**config.mk**
```make
export PLATFORM = sky130hd
export DESIGN_NAME = tia_hsync_ctrl
export DESIGN_NICKNAME = d
export VERILOG_FILES = /design/src/rtl/tia_timing_pkg.sv /design/src/rtl/tia_hcount_core.sv /design/src/rtl/tia_hsync_ctrl.sv
export SDC_FILE = /design/constraint.sdc
export NUM_CORES = 1
export LEC_CHECK = 0
export ABC_AREA = 0
export ABC_CLOCK_PERIOD_IN_PS = 2700
export CAP_MARGIN = 20
export CORE_AREA = 2 2 39 41
export DETAILED_ROUTE_END_ITERATION = 8
export DIE_AREA = 0 0 41 43
export PLACE_DENSITY = 0.7
export SLEW_MARGIN = 20
export SYNTH_ARGS = -nofsm -noshare
export SYNTH_HDL_FRONTEND = slang
export SYNTH_HIERARCHICAL = 1
export SYNTH_SLANG_ARGS = --single-unit
```
**constraint.sdc**
```tcl
create_clock -name clk -period 2.7 [get_ports clk]
set_input_delay 0.405 -clock clk [delete_from_list [all_inputs] [get_ports clk]]
set_output_delay 0.405 -clock clk [all_outputs]
set_load 0.05 [all_outputs]
```
**src/rtl/tia_timing_pkg.sv**
```systemverilog
// Shared horizontal-timing constants for the TIA core: count windows,
// line length and the colour-clock phase encoding.
package tia_timing_pkg;

   localparam int HCOUNT_MAX   = 56;
   localparam int HSYNC_START  = 4;
   localparam int HSYNC_END    = 7;
   localparam int CBURST_START = 9;
   localparam int CBURST_END   = 12;

   localparam int HBLANK_END_DEFAULT       = 16;
   localparam int HBLANK_END_HMOVE_DEFAULT = 18;

   typedef enum logic [1:0] {
      PH_0 = 2'd0,
      PH_1 = 2'd1,
      PH_2 = 2'd2,
      PH_3 = 2'd3
   } phase_e;

   function automatic logic in_window(input logic [5:0] hc, input int lo, input int hi);
      return (hc >= 6'(lo)) && (hc <= 6'(hi));
   endfunction

endpackage

```
**src/rtl/tia_hcount_core.sv**
```systemverilog
// Colour-clock phase divider plus the 57-state binary horizontal counter.
// clr_i restarts the line (phase 0, hcount 0) on the next edge.
module tia_hcount_core #(
   parameter int HCOUNT_MAX = tia_timing_pkg::HCOUNT_MAX
) (
   input  logic       clk,
   input  logic       rst,
   input  logic       clr_i,
   output logic [1:0] phase_o,
   output logic [5:0] hcount_o,
   output logic       wrap_o
);
   import tia_timing_pkg::*;

   phase_e     phase_q, phase_d;
   logic [5:0] hcount_q, hcount_d;
   logic       at_end;

   // Out-of-range counts are treated like the terminal count so the
   // counter falls back to 0 at the next phase-3 edge.
   assign at_end = (hcount_q >= 6'(HCOUNT_MAX));

   always_comb begin
      phase_d  = phase_e'(phase_q + 2'd1);
      hcount_d = hcount_q;
      if (phase_q == PH_3) begin
         hcount_d = at_end ? 6'd0 : hcount_q + 6'd1;
      end
   end

   always_ff @(posedge clk) begin
      if (rst || clr_i) begin
         phase_q  <= PH_0;
         hcount_q <= 6'd0;
      end else begin
         phase_q  <= phase_d;
         hcount_q <= hcount_d;
      end
   end

   assign phase_o  = phase_q;
   assign hcount_o = hcount_q;
   assign wrap_o   = (phase_q == PH_3) && at_end;

endmodule

```
**src/rtl/tia_hsync_ctrl.sv**
```systemverilog
// Horizontal timing controller: window decode of the line count, WSYNC/RSYNC/HMOVE
// servicing and the RDY line. Every output is decoded from registered state only.
module tia_hsync_ctrl #(
   parameter int HCOUNT_MAX       = tia_timing_pkg::HCOUNT_MAX,
   parameter int HBLANK_END       = tia_timing_pkg::HBLANK_END_DEFAULT,
   parameter int HBLANK_END_HMOVE = tia_timing_pkg::HBLANK_END_HMOVE_DEFAULT
) (
   input  logic       clk,
   input  logic       rst,
   input  logic       wsync_strobe,
   input  logic       rsync_strobe,
   input  logic       hmove_strobe,
   output logic       hphi1,
   output logic       hphi2,
   output logic [5:0] hcount,
   output logic       line_start,
   output logic       hsync,
   output logic       hblank,
   output logic       cburst,
   output logic       hmove_blank,
   output logic       rdy
);
   import tia_timing_pkg::*;

   logic [1:0] phase;
   logic [5:0] hcount_w;
   logic       wrap;
   logic       hmove_q, hmove_d;
   logic       wsync_q, wsync_d;

   tia_hcount_core #(
      .HCOUNT_MAX(HCOUNT_MAX)
   ) u_core (
      .clk      (clk),
      .rst      (rst),
      .clr_i    (rsync_strobe),
      .phase_o  (phase),
      .hcount_o (hcount_w),
      .wrap_o   (wrap)
   );

   // A strobe arriving on the wrap edge wins, so that line becomes an HMOVE
   // line or stays stalled for the whole following line.
   always_comb begin
      hmove_d = hmove_q;
      if (hmove_strobe) begin
         hmove_d = 1'b1;
      end else if (wrap) begin
         hmove_d = 1'b0;
      end

      wsync_d = wsync_q;
      if (rsync_strobe) begin
         wsync_d = 1'b0;
      end else if (wsync_strobe) begin
         wsync_d = 1'b1;
      end else if (wrap) begin
         wsync_d = 1'b0;
      end
   end

   always_ff @(posedge clk) begin
      if (rst) begin
         hmove_q <= 1'b0;
         wsync_q <= 1'b0;
      end else begin
         hmove_q <= hmove_d;
         wsync_q <= wsync_d;
      end
   end

   assign hphi1       = (phase == PH_1);
   assign hphi2       = (phase == PH_3);
   assign hcount      = hcount_w;
   assign line_start  = (hcount_w == 6'd0) && (phase == PH_0);
   assign hsync       = in_window(hcount_w, HSYNC_START, HSYNC_END);
   assign cburst      = in_window(hcount_w, CBURST_START, CBURST_END);
   assign hblank      = hmove_q ? (hcount_w < 6'(HBLANK_END_HMOVE))
                                : (hcount_w < 6'(HBLANK_END));
   assign hmove_blank = hmove_q;
   assign rdy         = ~wsync_q;

   a_phi_exclusive: assert property (@(posedge clk) disable iff (rst) !(hphi1 && hphi2));

endmodule
```
==> metrics, run 1 <==
core outline area=around 1400 µm²; row cnt=14; postcts setup bufs=0; Nets=87; pwr dens=405 nW/µm²; Worst-Skew Late Latency=~0.26 ns; largest net degree at the start of global routing=10; Synth async-reset ratio=0%; CP startpoint kind=flip-flop; H-tree depth=1; Num CTS Buffers=3; cell count after placement=90; Final Setup Violations=0; Leakage Power=0.293 nW; Seq cells post-synth=10; Via density=approximately 4.6; HPWL after detailed placement=695 µm; crit path capture type=output pin; Avg Cell Area, Syn=roughly 9 µm²; total number of vias=about 430; vias in the first global route=between 300 and 400; Overall Global Routing Usage=a little over an eighth; Critical Path Fanout Max=9; Layout Cells excl Fill=between 90 and 100; cell count of the worst reg-to-reg path=4; post-synthesis cell area=a little under 500 µm²; outcome=completed; final wirelength=930 µm; Yosys top cell area share=between 40% and 50%; synthesized instance count=56; max_slew headroom=roughly two thirds; 1st-iter DRT viols=8; share of layout cells above drive strength 1=6.49%; CP arrival=approximately 2.1 ns; worst slew pin tran=slightly below 0.5 ns; total grt overflow=0; initial antenna violation count=0; Hold Crit Class=reg2reg; Remaining DRCs=0; IO Port Bufs=18; DP Area=697 µm²; chip height=about 43 µm; Mapped Nets=between 60 and 70; CTS tree=built; Maximum Capacitance Violations=0; CTS clk-pin slew, worst paths=~0.060 ns; global-route wire length before repair=1520 µm; routability cong.=~0.7; Seq/Total Area, Yosys=about two fifths; Setup TNS=0 ns; Die Area=between 1500 and 2000 µm²; cell type with the largest total area after synthesis=dfxtp_1; final hold vios=0; dominant synthesized flop cell=dfxtp_1; post-layout util=approximately 52%; Fin Clk Skew=0.00188 ns; Synth area leaders=dfxtp_1 (40%), ha_1 (7.6%), nor2_1 (7.6%), xor2_1 (5.3%), inv_1 (3.8%); Die W=41 µm; CTS Hold Bufs=0; wire per inst=approximately 10 µm; P&R area growth vs syn=44.8%; post-route ant nets=0; Max Clk Rate=around 0.4 GHz; WP data required=2.30 ns; final instance area=between 700 and 800 µm²; CTS Sinks=10; WHS Path Cells=2; Final min period=approximately 2.5 ns; Yosys cell types=23; I/O pins=19; Post-synth EDFFs=0; Starting Density=between 30% and 40%; fin. max-slew vios=0; TritonRoute pass-1 iters=2; Peak VDD IR=~0.21 mV; RSZ-0062 raised after global routing=false; Pwr Total=just under 0.0003 W; Yosys warning total=6; Filler Cell Count=roughly 140; CTS max path bufs=2; final period utilization=around 94%; PostCTS Resize Cnt=0; critical path class=reg2out; antenna cell count=0; clk root buf=clkbuf_4
## state kept, by name (all words and copies together) (netlist names)
signal / count
hmove_blank: 1
u_core/hcount_o: 6
u_core/phase_o: 2
wsync_q: 1
## cell families (layout without fill, tap and decap cells)
family,count (synthesis),after routing,share of synthesized area (%)
xor+xnor,4,4,7.05
simple gates,28,28,32.7
buf+inv,5,26,3.78
fa+ha+maj,3,3,7.56
mux,1,1,2.02
flops,10,10,40.3
compound gates,5,5,6.55
## cell usage after synthesis, drive strengths merged (2+ instances only)
cell type and n:
nand4 2, a21oi 2, xor2 3, ha 3, nor3 3, nand2 2
nand2b 2, and2 2, inv 5, nor2 10, dfxtp 10, nor2b 2
## critical path, cell delays in order, from the launching register on
cell and delay, ns:
dfxtp_1 0.39, or4b_1 0.52, a21oi_1 0.15, clkdlybuf4s50_1 0.81
## per-stage QoR
| stage | hold WS [ns] | setup slack (ns) |
|---|---|---|
| CTS | 0.489 | 0.156 |
| floorplan | 0.448 | 0.189 |
| finish | 0.486 | 0.171 |
| detailed placement | 0.478 | 0.443 |
| global route | 0.505 | 0.0624 |
| global placement | 0.485 | 0.447 |
## placed cells by master (no fill, tap or decap), drive strengths merged
cell | netlist | layout
xor2 | 3 | 3
nand4 | 2 | 2
o21ba | 1 | 1
nor3 | 3 | 3
clkdlybuf4s50 | 0 | 18
ha | 3 | 3
nor2 | 10 | 10
or3 | 1 | 1
o21ai | 1 | 1
nor2b | 2 | 2
or4b | 1 | 1
mux2i | 1 | 1
dfxtp | 10 | 10
clkbuf | 0 | 3
nand2b | 2 | 2
and4b | 1 | 1
xnor2 | 1 | 1
and2 | 2 | 2
nand2 | 2 | 2
or4 | 1 | 1
a21oi | 2 | 2
and4 | 1 | 1
inv | 5 | 5
o21a | 1 | 1
## path summary, 6_finish.rpt
path,from,to,slack [ns]
min reg2reg,hmove_blank,hmove_blank,0.49
max reg2reg,u_core/phase_o[0],u_core/hcount_o[5],1.33
max,u_core/hcount_o[2],hblank,0.17
min,hmove_blank,hmove_blank,0.49
## per-layer routing
| metal | up-vias | global-route usage [%] | routed length (µm) | part of all wire [%] |
|---|---|---|---|---|
| met4 | 0 | 10.0 | 10 | 1.1 |
| met5 | - | 0 | 0 | 0 |
| met2 | 12 | 17.8 | 423 | 45 |
| met1 | 186 | 16.6 | 448 | 48 |
| li1 | 231 | - | - | - |
| met3 | 2 | 4.71 | 46 | 4.9 |
## power by group
part | total (W) | switching (W) | internal [W]
sequential | 0.000153 | 0.00000236 | 0.000151
clock | 0.0000981 | 0.0000468 | 0.0000513
combinational | 0.0000403 | 0.0000229 | 0.0000175
total | 0.000292 | 0.0000721 | 0.000220
## cell type report
cell class / instances / area (µm²) / area share, %
tap: 16 / 20.0 / 2.78
sequential: 10 / 200 / 27.8
multi-input combinational: 41 / 278 / 38.6
inverter: 5 / 18.8 / 2.61
timing repair buffer: 18 / 180 / 25.0
clock buffer: 3 / 22.5 / 3.13
No activity file was read; power rests on OpenSTA's default activity.
==> run 2: changes to the inputs <==
ABC_CLOCK_PERIOD_IN_PS = 2100   (was 2700)
CORE_AREA = not set   (was 2 2 39 41)
CORE_MARGIN = 2   (was not set)
CORE_UTILIZATION = 36   (was not set)
DIE_AREA = not set   (was 0 0 41 43)
clock period = 2.1 ns   (was 2.7 ns; I/O delays follow)
==> run 2 against run 1 <==
  * First-iteration DRC count fell by 38%
  * Hold slack improved by 0.0017 ns
  * Routed wire length increased by 18%
  * Worst setup slack got worse by 0.024 ns
  * Critical path type unchanged
==> metrics, run 2 (synthesis gave the netlist of run 1 again) <==
Remaining DRCs=0; final hold vios=0; fin. max-slew vios=0; Final Setup Violations=0; WP buf/inv=1; H-tree depth=1; I/O pins=19; r2r setup slk=just over 0.7 ns; Largest register FFs=6; HPWL after detailed placement=823 µm; P&R area growth vs syn=52.1%; crit-path cells=nor2b_1, clkdlybuf4s50_1; worst slew pin tran=0.503 ns; Peak VDD IR=0.345 mV; Fin Clk Skew=0.00309 ns; Die Area=between 1500 and 2000 µm²; CP top delay family=buffers and inverters; CTS tree=built; NetSw=0.000104 W; Comb pwr share=a little over an eighth; P_int=0.000325 W; row cnt=13; final period utilization=between 90 and 100%; outcome=completed; CTS Sinks=10; routability cong.=roughly 0.67; IO Port Bufs=18; pwr dens=about 570 nW/µm²; Maximum Capacitance Violations=0; Sw Share=around a quarter; share of layout cells above drive strength 1=about 15%; 1st-iter DRT viols=5; Leakage Power=~0.32 nW; post-route ant nets=0; CP startpoint kind=flip-flop; final wirelength=between 1000 and 1500 µm; commonest non-fill, non-tap cells in the layout=clkdlybuf4s50_1 (14), nor2_1 (10), dfxtp_1 (10), inv_1 (5); CP arrival=around 1.6 ns; Die W=approximately 40 µm; clk root buf=clkbuf_4; total number of vias=450; TritonRoute pass-1 iters=4; postcts setup bufs=0; RSZ-0062 raised after global routing=false; PostCTS Resize Cnt=0; Via density=a little under 5; wire per inst=roughly 12 µm; Max Clk Rate=0.512 GHz; critical path class=reg2out; initial antenna violation count=0; commonest non-fill, non-tap cell in the layout=clkdlybuf4s50_1; chip height=a little over 40 µm; part of the power in registers=a little under half; Nets=87; largest net degree at the start of global routing=10; CTS max path bufs=2; Overall Global Routing Usage=roughly 16%; Final min period=around 2.0 ns; antenna cell count=0; core outline area=1300 µm²; CTS Hold Bufs=0; WP data required=1.78 ns; Filler Cell Count=roughly 130; Critical-path top delay cell=clkdlybuf4s50_1; Critical Path Fanout Max=5; power share of the clock group=roughly 41%; Num CTS Buffers=3; Setup TNS=0 ns; largest stage delay on the critical path=about 0.83 ns; Worst-Skew Late Latency=roughly 0.26 ns; vias in the first global route=~420; Hold Crit Class=reg2reg; total grt overflow=0; max_slew headroom=66.3%; global-route wire length before repair=about 1800 µm; CTS clk-pin slew, worst paths=around 0.070 ns; post-layout util=between 50% and 60%; Starting Density=between 30% and 40%; crit path capture type=output pin
## run 2: worst paths after layout
path	from	endpoint	cells after the start
worst max register to register	u_core/phase_o[1]	u_core/hcount_o[5]	4
worst max-delay path	u_core/phase_o[0]	hphi1	2
worst min register to register	u_core/phase_o[0]	u_core/phase_o[0]	1
worst min-delay path	u_core/phase_o[0]	u_core/phase_o[0]	1
## run 2: power by group through the flow
stage          clock, W  sequential, W  combinational (W)
2_1_floorplan         0       0.000206          0.0000275
3_3_place_gp          0       0.000202          0.0000576
3_5_place_dp          0       0.000202          0.0000582
4_1_cts        0.000181       0.000197          0.0000585
5_1_grt        0.000186       0.000198          0.0000614
6_report       0.000174       0.000197          0.0000578
## run 2: per-stage QoR
step	std cells	area [µm²]	total power, W	hold slack, ns	setup WS (ns)
after floorplan	56	505	0.000233	0.384	0.0900
after global placement	89	719	0.000259	0.477	0.473
after detailed placement	89	719	0.000260	0.482	0.448
after CTS	93	756	0.000436	0.492	0.130
after global routing	93	756	0.000445	0.513	0.0851
final	93	756	0.000429	0.488	0.147
## run 2: cell type report
type | instances | area (µm²) | area share (%)
Clock buffer | 4 | 36.3 | 4.80
Multi-Input combinational cell | 41 | 287 | 37.9
Tap cell | 15 | 18.8 | 2.48
Timing Repair Buffer | 18 | 195 | 25.8
Inverter | 5 | 18.8 | 2.48
Sequential cell | 10 | 200 | 26.5
## run 2: routing by layer
layer  GRT usage, %  vias up  routed length, µm
li1               -      231                  -
met1           19.5      203                496
met2           28.1       16                525
met3           3.80        0                 71
met4           7.26        0                  0
met5              0        -                  0
